$ cat src/rtl/pps_pkg.sv
// Shared types and width helpers for the multi-channel PPS phase meter.
// Holds the FSM state enum, record flag layout and port width functions.
package pps_pkg;

  typedef enum logic [1:0] {
    ST_IDLE    = 2'd0,
    ST_COLLECT = 2'd1,
    ST_EMIT    = 2'd2
  } state_e;

  typedef struct packed {
    logic missing;
    logic ambig;
    logic last;
  } rec_flags_t;

  function automatic int ch_w(input int n);
    return (n <= 1) ? 1 : $clog2(n);
  endfunction

  function automatic int ph_w(input int win);
    return $clog2(win + 2) + 1;
  endfunction

endpackage

$ cat src/rtl/pps_edge_sync.sv
// Multi-flop synchroniser followed by a rising-edge detector.
// Ports: i_clk, i_res_n (sync, active-low), i_async in, o_rise pulse.
module pps_edge_sync #(
  parameter int STAGES = 2
) (
  input  logic i_clk,
  input  logic i_res_n,
  input  logic i_async,
  output logic o_rise
);

  logic [STAGES-1:0] sync_q, sync_d;
  logic              prev_q, prev_d;

  always_comb begin
    sync_d = {sync_q[STAGES-2:0], i_async};
    prev_d = sync_q[STAGES-1];
  end

  always_ff @(posedge i_clk) begin
    if (!i_res_n) begin
      sync_q <= '0;
      prev_q <= 1'b0;
    end else begin
      sync_q <= sync_d;
      prev_q <= prev_d;
    end
  end

  assign o_rise = sync_q[STAGES-1] & ~prev_q;

endmodule

$ cat src/rtl/pps_phase_multi.sv
// Measures each channel PPS phase against a reference PPS in clk cycles.
// Ports: async i_ref_pps/i_pps in; o_valid/i_ready record stream out.
module pps_phase_multi
  import pps_pkg::*;
#(
  parameter  int N_CH        = 4,
  parameter  int WIN_CLKS    = 25000,
  parameter  int SYNC_STAGES = 2,
  localparam int CH_W        = ch_w(N_CH),
  localparam int PH_W        = ph_w(WIN_CLKS)
) (
  input  logic                   i_clk,
  input  logic                   i_res_n,
  input  logic                   i_ref_pps,
  input  logic [N_CH-1:0]        i_pps,
  output logic                   o_valid,
  input  logic                   i_ready,
  output logic [CH_W-1:0]        o_ch,
  output logic signed [PH_W-1:0] o_phase,
  output logic                   o_missing,
  output logic                   o_ambig,
  output logic                   o_last,
  output logic                   o_overrun,
  output logic                   o_busy
);

  localparam int CW = PH_W - 1;
  localparam logic [CW-1:0]   SAT      = CW'(WIN_CLKS + 1);
  localparam logic [CW-1:0]   WIN      = CW'(WIN_CLKS);
  localparam logic [CW-1:0]   LAST_CYC = CW'(WIN_CLKS - 1);
  localparam logic [CH_W-1:0] LAST_CH  = CH_W'(N_CH - 1);

  logic            ref_rise;
  logic [N_CH-1:0] ch_rise;

  pps_edge_sync #(.STAGES(SYNC_STAGES)) u_ref_sync (
    .i_clk   (i_clk),
    .i_res_n (i_res_n),
    .i_async (i_ref_pps),
    .o_rise  (ref_rise)
  );

  for (genvar g = 0; g < N_CH; g++) begin : g_ch
    pps_edge_sync #(.STAGES(SYNC_STAGES)) u_sync (
      .i_clk   (i_clk),
      .i_res_n (i_res_n),
      .i_async (i_pps[g]),
      .o_rise  (ch_rise[g])
    );
  end

  state_e state_q, state_d;

  logic [CW-1:0]   cnt_q  [N_CH];
  logic [CW-1:0]   cnt_d  [N_CH];
  logic [CW-1:0]   pre_q  [N_CH];
  logic [CW-1:0]   pre_d  [N_CH];
  logic [CW-1:0]   post_q [N_CH];
  logic [CW-1:0]   post_d [N_CH];
  logic [N_CH-1:0] pre_v_q, pre_v_d;
  logic [N_CH-1:0] post_v_q, post_v_d;
  logic [CW-1:0]   cyc_q, cyc_d;
  logic [CH_W-1:0] idx_q, idx_d;

  logic                   valid_q, valid_d;
  logic [CH_W-1:0]        ch_q, ch_d;
  logic signed [PH_W-1:0] phase_q, phase_d;
  rec_flags_t             flags_q, flags_d;
  logic                   ovr_q, ovr_d;

  logic start;
  logic xfer;
  logic load;

  logic signed [PH_W-1:0] rec_phase;
  rec_flags_t             rec_flags;
  logic signed [PH_W-1:0] pos_ph;
  logic signed [PH_W-1:0] neg_ph;

  assign start = (state_q == ST_IDLE) && ref_rise;
  assign xfer  = valid_q && i_ready;

  // FSM next state
  always_comb begin
    state_d = state_q;
    unique case (state_q)
      ST_IDLE:    if (ref_rise) state_d = ST_COLLECT;
      ST_COLLECT: if (cyc_q == LAST_CYC) state_d = ST_EMIT;
      ST_EMIT:    if (xfer && flags_q.last) state_d = ST_IDLE;
      default:    state_d = ST_IDLE;
    endcase
  end

  // Since-last counters: 1 the cycle after an edge, saturate at WIN+1
  always_comb begin
    for (int i = 0; i < N_CH; i++) begin
      if (ch_rise[i]) cnt_d[i] = CW'(1);
      else if (cnt_q[i] == SAT) cnt_d[i] = SAT;
      else cnt_d[i] = cnt_q[i] + CW'(1);
    end
  end

  // Epoch capture: cycle 0 is still IDLE, so its edges land as post=0
  always_comb begin
    cyc_d    = cyc_q;
    pre_v_d  = pre_v_q;
    post_v_d = post_v_q;
    for (int i = 0; i < N_CH; i++) begin
      pre_d[i]  = pre_q[i];
      post_d[i] = post_q[i];
    end
    if (start) begin
      cyc_d = CW'(1);
      for (int i = 0; i < N_CH; i++) begin
        pre_d[i]    = cnt_q[i];
        pre_v_d[i]  = (cnt_q[i] != '0) && (cnt_q[i] <= WIN);
        post_d[i]   = '0;
        post_v_d[i] = ch_rise[i];
      end
    end else if (state_q == ST_COLLECT) begin
      cyc_d = cyc_q + CW'(1);
      for (int i = 0; i < N_CH; i++) begin
        if (ch_rise[i] && !post_v_q[i]) begin
          post_v_d[i] = 1'b1;
          post_d[i]   = cyc_q;
        end
      end
    end
  end

  // Record for the channel idx_q points at
  always_comb begin
    pos_ph    = $signed({1'b0, post_q[idx_q]});
    neg_ph    = -$signed({1'b0, pre_q[idx_q]});
    rec_phase = '0;
    rec_flags = '0;
    rec_flags.last = (idx_q == LAST_CH);
    unique case ({post_v_q[idx_q], pre_v_q[idx_q]})
      2'b11: begin
        rec_flags.ambig = 1'b1;
        rec_phase = (post_q[idx_q] <= pre_q[idx_q]) ? pos_ph : neg_ph;
      end
      2'b10:   rec_phase = pos_ph;
      2'b01:   rec_phase = neg_ph;
      default: rec_flags.missing = 1'b1;
    endcase
  end

  // Output register / record sequencing
  always_comb begin
    valid_d = valid_q;
    ch_d    = ch_q;
    phase_d = phase_q;
    flags_d = flags_q;
    idx_d   = idx_q;
    load    = 1'b0;
    ovr_d   = ref_rise && (state_q != ST_IDLE);
    if (start) idx_d = '0;
    if (state_q == ST_EMIT) begin
      if (!valid_q) begin
        load = 1'b1;
      end else if (xfer) begin
        if (flags_q.last) begin
          valid_d = 1'b0;
          ch_d    = '0;
          phase_d = '0;
          flags_d = '0;
        end else begin
          load = 1'b1;
        end
      end
    end
    if (load) begin
      valid_d = 1'b1;
      ch_d    = idx_q;
      phase_d = rec_phase;
      flags_d = rec_flags;
      idx_d   = idx_q + CH_W'(1);
    end
  end

  always_ff @(posedge i_clk) begin
    if (!i_res_n) begin
      state_q <= ST_IDLE;
    end else begin
      state_q <= state_d;
    end
  end

  always_ff @(posedge i_clk) begin
    if (!i_res_n) begin
      for (int i = 0; i < N_CH; i++) begin
        cnt_q[i]  <= SAT;
        pre_q[i]  <= '0;
        post_q[i] <= '0;
      end
      pre_v_q  <= '0;
      post_v_q <= '0;
      cyc_q    <= '0;
      idx_q    <= '0;
      valid_q  <= 1'b0;
      ch_q     <= '0;
      phase_q  <= '0;
      flags_q  <= '0;
      ovr_q    <= 1'b0;
    end else begin
      for (int i = 0; i < N_CH; i++) begin
        cnt_q[i]  <= cnt_d[i];
        pre_q[i]  <= pre_d[i];
        post_q[i] <= post_d[i];
      end
      pre_v_q  <= pre_v_d;
      post_v_q <= post_v_d;
      cyc_q    <= cyc_d;
      idx_q    <= idx_d;
      valid_q  <= valid_d;
      ch_q     <= ch_d;
      phase_q  <= phase_d;
      flags_q  <= flags_d;
      ovr_q    <= ovr_d;
    end
  end

  assign o_valid   = valid_q;
  assign o_ch      = ch_q;
  assign o_phase   = phase_q;
  assign o_missing = flags_q.missing;
  assign o_ambig   = flags_q.ambig;
  assign o_last    = flags_q.last;
  assign o_overrun = ovr_q;
  assign o_busy    = (state_q != ST_IDLE);

endmodule
$ cat config.mk
export PLATFORM = sky130hd
export DESIGN_NAME = pps_phase_multi
export DESIGN_NICKNAME = d
export VERILOG_FILES = /design/src/rtl/pps_pkg.sv /design/src/rtl/pps_edge_sync.sv /design/src/rtl/pps_phase_multi.sv
export SDC_FILE = /design/constraint.sdc
export NUM_CORES = 1
export LEC_CHECK = 0
export CORE_ASPECT_RATIO = 1.75
export CORE_UTILIZATION = 55
export CTS_CLUSTER_SIZE = 14
export DETAILED_ROUTE_END_ITERATION = 7
export PLACE_DENSITY = 0.72
export SYNTH_ARGS = -nofsm -noshare
export SYNTH_HDL_FRONTEND = slang
export SYNTH_HIERARCHICAL = 1
export SYNTH_SLANG_ARGS = --single-unit
$ cat constraint.sdc
create_clock -name i_clk -period 7.25 [get_ports i_clk]
set_input_delay 0.725 -clock i_clk [delete_from_list [all_inputs] [get_ports i_clk]]
set_output_delay 0.725 -clock i_clk [all_outputs]
set_load 0.005 [all_outputs]
==> impl_metrics.toml <==
[status]
status = "complete, no violations"

[synthesis]
synth_seq_cells = 247
netlist_area_um2 = 11420
yosysUniqueCellTypes = 59
syn_area_per_cell_um2 = 10.81
synthTopCellsByArea = "edfxtp_1 32%, dfxtp_1 22%, mux4_2 6.3%"
synth_top_cell_area_share_pct = 31.57
synth_area_leader_cell = "edfxtp_1"
synth_ff_type = "dfxtp_1"
syn_inst = 1056
yosysSeqAreaShare_pct = 53.84
yosys_warnings = 6
synthArstFlopShare_pct = 0
synth_edf_count = 120
synth_nets = 1094

[floorplanning]
num_rows = 69
dieArea_um2 = 21360
fp.coreArea_um2 = 20290
die_x_um = 110.9
start_util_pct = 56.27
fp.dieH_um = 192.6
io_pins = 32

[final_layout]
final_common_cell = "nor2_1"
multi_input_area_um2 = 4901
fin_cells = 1329
utilization_pct = 61.89
fillCellCount = 1615
area_growth_pct = 9.995
layout_common_cells = "137 x nor2_1, 126 x dfxtp_1, 120 x edfxtp_1, 77 x nand2_1, 62 x and3_1"
final_net_count = 1103
diodes = 0
seq_area_um2 = 6147
drive_gt1_share_pct = 7.956

[setup_path]
crit_type = "reg -> reg"
critPathArrivalTime_ps = 4300
cp.required_ps = 7670
path_max_fanout = 33
endpoint_kind = "flip-flop"
r2r_end = "o_phase[10]"
start_kind = "flip-flop"
reg2reg_depth = 10
r2r_slack_ps = 3380

[route]
drtAntennaViolNets = 0
wirelength_um = 27610
first_pass_iters = 5
vias_per_cell = 6.059
wl_per_cell_um = 20.78
drc_errors = 0
vias = 8053
drt-initial-drc-count = 568

[cts]
postCtsSetupBuffers = 0
postCtsResizedCells = 0
cts.path.max_buffers = 3
numCtsBuffers = 22
clk_pin_slew_ps = 70
postCtsHoldBufs = 0
cts-root-buf = "clkbuf_16"
cts.sinks = 247
cts_tree = "built"
htreeDepth = 1
clk_latency_ps = 510

[sta]
relSlewSlack_pct = 19.24
tns_ps = 0
fmaxAchievable_ghz = 0.2583
tightest_slew_ps = 1209
maxSlewViolCount = 0
fin_crit_ps = 3872
rsz0062_at_grt = "no"
finalSetupViolCount = 0
final-hold-violation-count = 0
finalCritPeriodShare_pct = 53.40
clock_skew_ps = 22.36

[power]
p_total_mw = 3.128
internal_power_mw = 2.326
p_switching_mw = 0.8014
ir_drop_v = 0.0001939
pwr-share-comb_pct = 12.3
p_seq_share_pct = 51.8
total_leakage_power_nw = 4.606
sw_frac_of_total_pct = 25.62
power.density_nw_per_um2 = 249.1
pwr-share-clk_pct = 36.0

[global_routing]
grt_use_total_pct = 26.16
grt_max_degree = 81
grt_pass1_vias = 7976
antenna_found_initial = 0
grt_pass1_wl_um = 43010
overflow = 0

[placement]
hpwl_um = 19710
port_buffers = 31
dp.cells = 1289
gp_congestion = 0.9416

[min_path]
hold_end = "g_ch[0].u_sync/sync_q[1]"
hold_path_depth = 1
hp-start = "g_ch[0].u_sync/sync_q[0]"
min_path_type = "reg -> reg"

[flow_run]
cap_viol_max_count = 0
final cells by class:
type	instances	area share (%)
repair buffers	40	2.969
clock inverters	2	0.07971
inverters	38	1.136
multi-input cells	716	39.03
clock buffers	38	5.361
flip-flops and latches	247	48.95
well taps	248	2.471
stage by stage:
stage / area [µm²] / setup slack [ps] / hold WS (ps)
after global routing: 12560 / 3067 / 444.8
after global placement: 11870 / 3453 / 409.8
after floorplan: 11420 / 3533 / 405.7
after detailed placement: 11870 / 3434 / 412.9
after CTS: 12560 / 3389 / 428.4
final: 12560 / 3378 / 423.4
power groups by stage:
stage | registers (mW) | clock network (mW) | logic (mW)
final | 1.62 | 1.13 | 0.383
after CTS | 1.62 | 1.15 | 0.385
after floorplan | 1.61 | 0 | 0.302
after global routing | 1.63 | 1.19 | 0.431
after detailed placement | 1.65 | 0 | 0.382
after global placement | 1.65 | 0 | 0.377
registers in the layout, indices dropped and copies added, names as in the netlist, 2 cells and up, named ones only:
register	flops
cnt_q	60
cyc_q	15
g_ch.u_sync/prev_q	4
g_ch.u_sync/sync_q	8
idx_q	2
o_ch	2
o_phase	16
post_q	60
post_v_q	4
pre_q	60
pre_v_q	4
state_q	2
u_ref_sync/sync_q	2
per-layer routing:
| metal | vias up | global-route usage (%) | part of all wire, % |
|---|---|---|---|
| met5 | - | 0 | 0 |
| met4 | 0 | 19.28 | 7.6 |
| met3 | 94 | 3.486 | 4.4 |
| met2 | 262 | 47.23 | 52 |
| met1 | 3887 | 27.93 | 36 |
| li1 | 3810 | - | - |
how the worst max path moves through the flow:
stage	cells past startpoint	slack [ps]	to	startpoint
floorplan	13	3530	o_phase[11]	flip-flop
global placement	10	3450	o_phase[6]	flip-flop
detailed placement	10	3430	o_phase[6]	flip-flop
CTS	10	3390	o_phase[10]	flip-flop
global route	10	3070	o_phase[6]	flip-flop
finish	10	3380	o_phase[10]	flip-flop
logic make-up after synthesis:
group	synth area share [%]
fa+ha+maj	3.288
flops	53.84
mux	6.664
compound gates	7.475
simple gates	19.98
buf+inv	3.233
xor+xnor	5.524
critical path, cell delays in order, from the launching register on:
cell and delay [ps]:
dfxtp_2 310, buf_4 480, mux4_2 620, ha_1 330, nand2_1 60, o21a_1 160
o2111a_1 250, a221oi_1 920, buf_4 320, nand3_1 90, a21oi_1 200
synthesized netlist by cell type (5+ instances only):
library cell,count
nor2_1,137
dfxtp_1,127
edfxtp_1,120
nand2_1,77
and3_1,62
a21oi_1,54
clkbuf_1,40
nand3_1,40
xor2_1,39
inv_1,38
xnor2_1,33
mux4_2,32
ha_1,30
nor3_1,30
and2_1,27
o21ai_0,23
nand4_1,14
buf_1,9
nand2b_1,9
a22oi_1,8
a32oi_1,8
or3_1,8
or4_1,8
a21o_1,6
nor4_1,6
nand3b_1,5
nor2b_4,5
No activity file was read; power rests on OpenSTA's default activity.
